## src/rtl/sequential_decrementer.sv

```systemverilog
// Bit-serial decrementer: subtracts one from a WIDTH-bit operand LSB-first through a
// single borrow flip-flop, with valid/ready handshakes on both the operand and the result.
module sequential_decrementer #(
    parameter int WIDTH = 4
) (
    input  logic             clk,
    input  logic             reset,
    input  logic             in_valid,
    input  logic [WIDTH-1:0] number,
    output logic             in_ready,
    output logic             out_valid,
    input  logic             out_ready,
    output logic [WIDTH-1:0] diff,
    output logic             underflow,
    output logic             busy,
    output logic             borrow_dbg
);

    localparam int CW = $clog2(WIDTH) + 1;
    localparam logic [CW-1:0] LAST_BIT = CW'(WIDTH - 1);

    typedef enum logic [1:0] {
        IDLE  = 2'd0,
        SHIFT = 2'd1,
        DONE  = 2'd2
    } state_t;

    state_t           state;
    logic [WIDTH-1:0] opnd_sr;
    logic [WIDTH-1:0] res_sr;
    logic [CW-1:0]    cnt;
    logic             borrow;

    logic             a_bit;
    logic             res_bit;
    logic             next_borrow;
    logic [WIDTH-1:0] next_res;

    // One full-subtractor slice with the subtrahend tied to zero; the borrow seeded
    // at accept time supplies the "minus one".
    always_comb begin
        a_bit       = opnd_sr[0];
        res_bit     = a_bit ^ borrow;
        next_borrow = ~a_bit & borrow;
        next_res    = {res_bit, res_sr[WIDTH-1:1]};
    end

    always_ff @(posedge clk) begin
        if (reset) begin
            state     <= IDLE;
            opnd_sr   <= '0;
            res_sr    <= '0;
            cnt       <= '0;
            borrow    <= 1'b0;
            diff      <= '0;
            underflow <= 1'b0;
            in_ready  <= 1'b1;
            out_valid <= 1'b0;
            busy      <= 1'b0;
        end else begin
            case (state)
                IDLE: begin
                    if (in_valid) begin
                        opnd_sr  <= number;
                        borrow   <= 1'b1;
                        cnt      <= '0;
                        state    <= SHIFT;
                        in_ready <= 1'b0;
                        busy     <= 1'b1;
                    end
                end
                SHIFT: begin
                    opnd_sr <= opnd_sr >> 1;
                    res_sr  <= next_res;
                    borrow  <= next_borrow;
                    cnt     <= cnt + 1'b1;
                    // Always run all WIDTH bits even once the borrow has died out.
                    if (cnt == LAST_BIT) begin
                        state     <= DONE;
                        diff      <= next_res;
                        underflow <= next_borrow;
                        out_valid <= 1'b1;
                    end
                end
                DONE: begin
                    if (out_ready) begin
                        state     <= IDLE;
                        out_valid <= 1'b0;
                        in_ready  <= 1'b1;
                        busy      <= 1'b0;
                    end
                end
                default: begin
                    state     <= IDLE;
                    out_valid <= 1'b0;
                    in_ready  <= 1'b1;
                    busy      <= 1'b0;
                end
            endcase
        end
    end

    assign borrow_dbg = borrow;

endmodule

```

## config.mk

```make
export PLATFORM = sky130hd
export DESIGN_NAME = sequential_decrementer
export DESIGN_NICKNAME = d
export VERILOG_FILES = /design/src/rtl/sequential_decrementer.sv
export SDC_FILE = /design/constraint.sdc
export NUM_CORES = 1
export LEC_CHECK = 0
export CAP_MARGIN = 20
export CORE_UTILIZATION = 45
export CTS_CLUSTER_DIAMETER = 120
export DETAILED_ROUTE_END_ITERATION = 10
export PLACE_DENSITY_LB_ADDON = 0.15
export SLEW_MARGIN = 20
export SYNTH_ARGS = -nofsm -noshare
export SYNTH_HDL_FRONTEND = slang
export SYNTH_SLANG_ARGS = --single-unit
```

## constraint.sdc

```tcl
create_clock -name clk -period 1.5 [get_ports clk]
set_input_delay 0.45 -clock clk [delete_from_list [all_inputs] [get_ports clk]]
set_output_delay 0.45 -clock clk [all_outputs]
set_load 0.005 [all_outputs]
```

# Word level (Yosys, flattened, before mapping)
# Index checks and enable logic that the tools add are counted.
[totals]
regBits = 22
wordCells = 46
[classes]
reduce_logical = 7
eq_ne = 6
add_sub_neg = 1
muxes = 17
bitwise_logic = 5
[op_table]
columns = ["operator", "n"]
rows = [
  ["$pmux W1 S3", 3],
  ["$reduce_and A3 Y1", 3],
  ["$pmux W4 S2", 1],
  ["$mux W2", 3],
  ["$ne A2 B2 Y1 const B", 3],
  ["$pmux W2 S3", 1],
  ["$pmux W3 S2", 1],
  ["$mux W1", 5],
  ["$mux W4", 1],
  ["$reduce_and A2 Y1", 2],
  ["$add A3 B1 Y3 const B", 1],
  ["$eq A3 B2 Y1 const B", 1],
  ["$mux W3", 1],
  ["$not A1 Y1", 3],
  ["$eq A2 B1 Y1 const B", 1],
  ["$eq A2 B2 Y1 const B", 1],
  ["$logic_not A2 Y1", 1],
  ["$pmux W1 S2", 1],
  ["$reduce_bool A2 Y1", 1],
  ["$and A1 B1 Y1", 1],
  ["$xor A1 B1 Y1", 1],
]

# Longest topological paths before layout
[depth]
ltp_word = 3
mapped_depth = 6

# Worst setup path before layout
# No wires, ideal clock.
[synth_timing]
kind = "register to register"
start = "register cnt[0]"
end = "register out_valid"
stages_incl_launch_ff = 7
synth_period_minus_slack_ns = 1.260
arrival_ns = 1.133
slack_ns = 0.240
path_buffers = 1
path_cell_list = "dfxtp_1 ha_1 ha_1 buf_2 a21oi_1 a2bb2oi_1 nor2_1"
[synth_via]
elab_chain_len = 3
[synth_rtl]
columns = ["item", "line", "source"]
rows = [
  ["from (decl)", "31", "logic [CW-1:0] cnt;"],
  ["from (signal assigned)", "76", "cnt <= cnt + 1'b1;"],
  ["$eq A3 B2 Y1", "78", "if (cnt == LAST_BIT) begin"],
  ["$ne A2 B2 Y1 (no line)", "-", ""],
  ["$reduce_and A3 Y1 (no line)", "-", ""],
  ["to (signal assigned)", "82", "out_valid <= 1'b1;"],
  ["to (signal assigned)", "88", "out_valid <= 1'b0;"],
  ["to (signal assigned)", "95", "out_valid <= 1'b0;"],
  ["to (decl)", "11", "output logic out_valid,"],
]
# Every way passes these cells.
# A chain may end at the register's enable or synchronous reset.

# Worst setup path in the final report
[layout_timing]
start = "register busy"
end = "output busy"
[layout_rtl]
columns = ["item", "line", "source"]
rows = [
  ["from (decl)", "15", "output logic busy,"],
  ["from (signal assigned)", "59", "busy <= 1'b0;"],
  ["from (signal assigned)", "69", "busy <= 1'b1;"],
  ["from (signal assigned)", "90", "busy <= 1'b0;"],
]
# No word-level cell between the ends.

==> results.toml <==
[yosys]
yosysMostFrequentCell = "dfxtp_1"
netlist.area_leader.share_pct = 48.41
ys_async_sr_fraction_pct = 0
ys_ff_latch = 21
synth_compound_area_share_pct = 19.31
synth_cell_type_count = 29
synth_fa_ha_area_share_pct = 4.323
avgSynthCellArea_um2 = 8.771
synth_top_family_by_area = "simple AND/OR/NAND/NOR gates"
synth_simple_gate_area_share_pct = 21.33
synth_nets = 110
synth_xor_area_share_pct = 0
synth_ff_type = "dfxtp_1"
synth_area_um2 = 868.3
synth_cells = 99
yosys-top-cells-area = "dfxtp_1 (48%), a21oi_1 (7.5%), nor2_1 (6.5%), ha_1 (4.3%), nand2_1 (4.3%)"
ys_warn_count = 0
netlist.top_cell.by_area = "dfxtp_1"
synth-edff-count = 0
ys_seq_area_share_pct = 48.41
synth_mux_area_share_pct = 1.153
synthTopCellsByCount = "dfxtp_1 (21), nor2_1 (15), a21oi_1 (13), nand2_1 (10)"

[power]
combPwrFrac_pct = 14.3
clkPwrFrac_pct = 26.8
p_sw_uw = 256.8
powerDensity_nw_per_um2 = 902.6
swShare_pct = 25.21
p_int_uw = 761.9
peakVddDrop_mv = 0.5074
p_seq_share_pct = 58.9
totalPowerFinal_mw = 1.019
p_leak_nw = 0.4719

[placement]
gp_congestion = 0.7080
port_buffers = 16
hpwl_um = 1212
post_dp_cell_area_um2 = 1069
placed_cells = 140

[grt]
grt_max_degree = 13
grt.overflow.total = 0
grt_pass1_vias = 718
grt_antenna_before_repair = 0
grt_usage_pct = 19.90
grt_pass1_wl_um = 2994

[setup_path]
cp.depth = 1
worstPathArrival_ns = 0.91
critPathCaptureType = "primary output"
r2r_setup_slack_ns = 0.19
cp_slowest_cell = "dfxtp_2"
crit_fanout = 2
critPathMaxStageDelay_ns = 0.34
timing.critical_path.buf_inv = 1
crit_family = "flip-flops"
rr_worst_depth = 5
crit_end = "busy"
cp_data_required_time_ns = 1.05
worstPathCellList = "dlygate4sd2_1"
setup.worst_path.class = "flop to primary output"
reg2reg_from = "cnt[0]"
r2r-end = "diff[0]"
cp-startpoint = "busy"
start_kind = "flop"

[routing]
postRouteAntennaNets = 0
drt_iter0_drc = 14
drc_errors = 0
wl_per_cell_um = 11.50
wirelength_um = 1702
vias = 771
detail_route.vias_per_cell = 5.209
dr.pass1.iters = 4

[final_layout]
drive_gt1_share_pct = 23.58
nets = 135
layout.cells.non_filler = 148
post-route-cell-area_um2 = 1129
area_growth_pct = 29.97
final_util_pct = 63.97
n_antenna_cell = 0

[clocking]
cts_tree = "done"
cts_sinks = 21
path_clk_slew_ns = 0.12
cts_max_level = 1
cts_hold_buf = 0
cts_root_buf = "clkbuf_4"
max-clock-path-buffers = 2
cts_inserted_buffers = 3
insertion_delay_ns = 0.31

[die]
start_util_pct = 49.22
row_count = 15
pin_count = 17
die_x_um = 45.93
dieArea_um2 = 2109
dieHeight_um = 45.93
core-area_um2 = 1764

[sta]
fmaxAchievable_mhz = 735.5
finalHoldViolCount = 0
maxSlewViolCount = 0
period_needed_ns = 1.360
fin_worst_skew_ns = 0.01498
finalCritPeriodShare_pct = 90.64
rsz0062_at_grt = "no"
setup_viol = 0
relSlewSlack_pct = 81.46
worstMarginPinSlew_ns = 0.2778
whs_ns = 0.4580

[min_path]
min_path_type = "flop to flop"

[job]
maxCapViolCount = 0

[outcome]
status = "completed"
==> worst reg2reg max path: stages (launching register included) <==
cell and delay [ns]:
dfxtp_1 0.37, ha_1 0.16, ha_2 0.27, nand3b_1 0.23, nand2_1 0.13, a21oi_1 0.06
==> power by group through the flow <==
stage	clock network (mW)	registers (mW)	logic, mW
after floorplan	0	0.610	0.0806
after global placement	0	0.613	0.135
after detailed placement	0	0.613	0.137
after CTS	0.285	0.600	0.145
after global routing	0.304	0.603	0.165
final	0.273	0.600	0.146
==> cell families (layout without fill, tap and decap cells) <==
logic type | count (synthesis) | after routing
simple gates | 40 | 40
compound gates | 25 | 25
flops | 21 | 21
buf+inv | 9 | 33
fa+ha+maj | 3 | 3
mux | 1 | 1
==> stage by stage <==
step	setup slack, ns	setup TNS [ns]
final	0.1403	0
after global routing	0.09292	0
after CTS	0.07185	0
after detailed placement	-0.03947	-0.1558
after global placement	-0.01423	-0.03355
after floorplan	0.2399	0
==> layout make-up <==
| type | count | area, um^2 |
|---|---|---|
| multi-input combinational | 69 | 402.9 |
| inverter | 3 | 11.26 |
| timing repair buffer | 26 | 224.0 |
| clock buffer | 3 | 22.52 |
| sequential | 21 | 431.7 |
| fill | 175 | 635.6 |
| clock inverter | 1 | 5.005 |
| tap | 25 | 31.28 |
==> what timing repair did <==
item                       CTS  global route
setup endpoints to repair    9             4
setup buffers                4             0
resized for setup           18             1
==> worst min-delay path by stage <==
stage,start,endpoint,slack (ns),cells after the start
2_1_floorplan,res_sr[1],res_sr[1],0.44,2
3_3_place_gp,underflow,underflow,0.44,2
3_5_place_dp,diff[1],diff[1],0.45,2
4_1_cts,diff[2],diff[2],0.46,2
5_1_grt,diff[1],diff[1],0.48,2
6_report,diff[1],diff[1],0.46,2
==> cells in the final DEF, fill, tap and decap left out, types with 2 or more instances in the layout <==
cell type        synthesis  routed
nor2_1                  15      15
a21oi_1                 13      13
dfxtp_1                 21      12
nand2_1                 10      10
buf_4                    1      10
dfxtp_2                  0       9
dlygate4sd2_1            0       9
clkdlybuf4s50_1          0       7
nor3_1                   4       4
nand3_1                  4       4
inv_1                    3       3
clkbuf_4                 0       3
a2bb2oi_1                2       2
a211oi_1                 2       2
nor4_1                   2       2
ha_1                     3       2
==> registers in the layout, summed over array words and instances (netlist names) <==
signal,count
cnt,3
borrow_dbg,1
in_ready,1
res_sr,3
opnd_sr,4
out_valid,1
busy,1
diff,4
state,2
underflow,1
==> metal layers <==
metal	vias up	part of all wire, %	track usage [%]
met4	0	0.71	7.059
met2	16	47	33.24
met3	2	4.6	5.952
met5	-	0	0
met1	360	48	23.91
li1	393	-	-
Power figures use the tool's default switching activity.
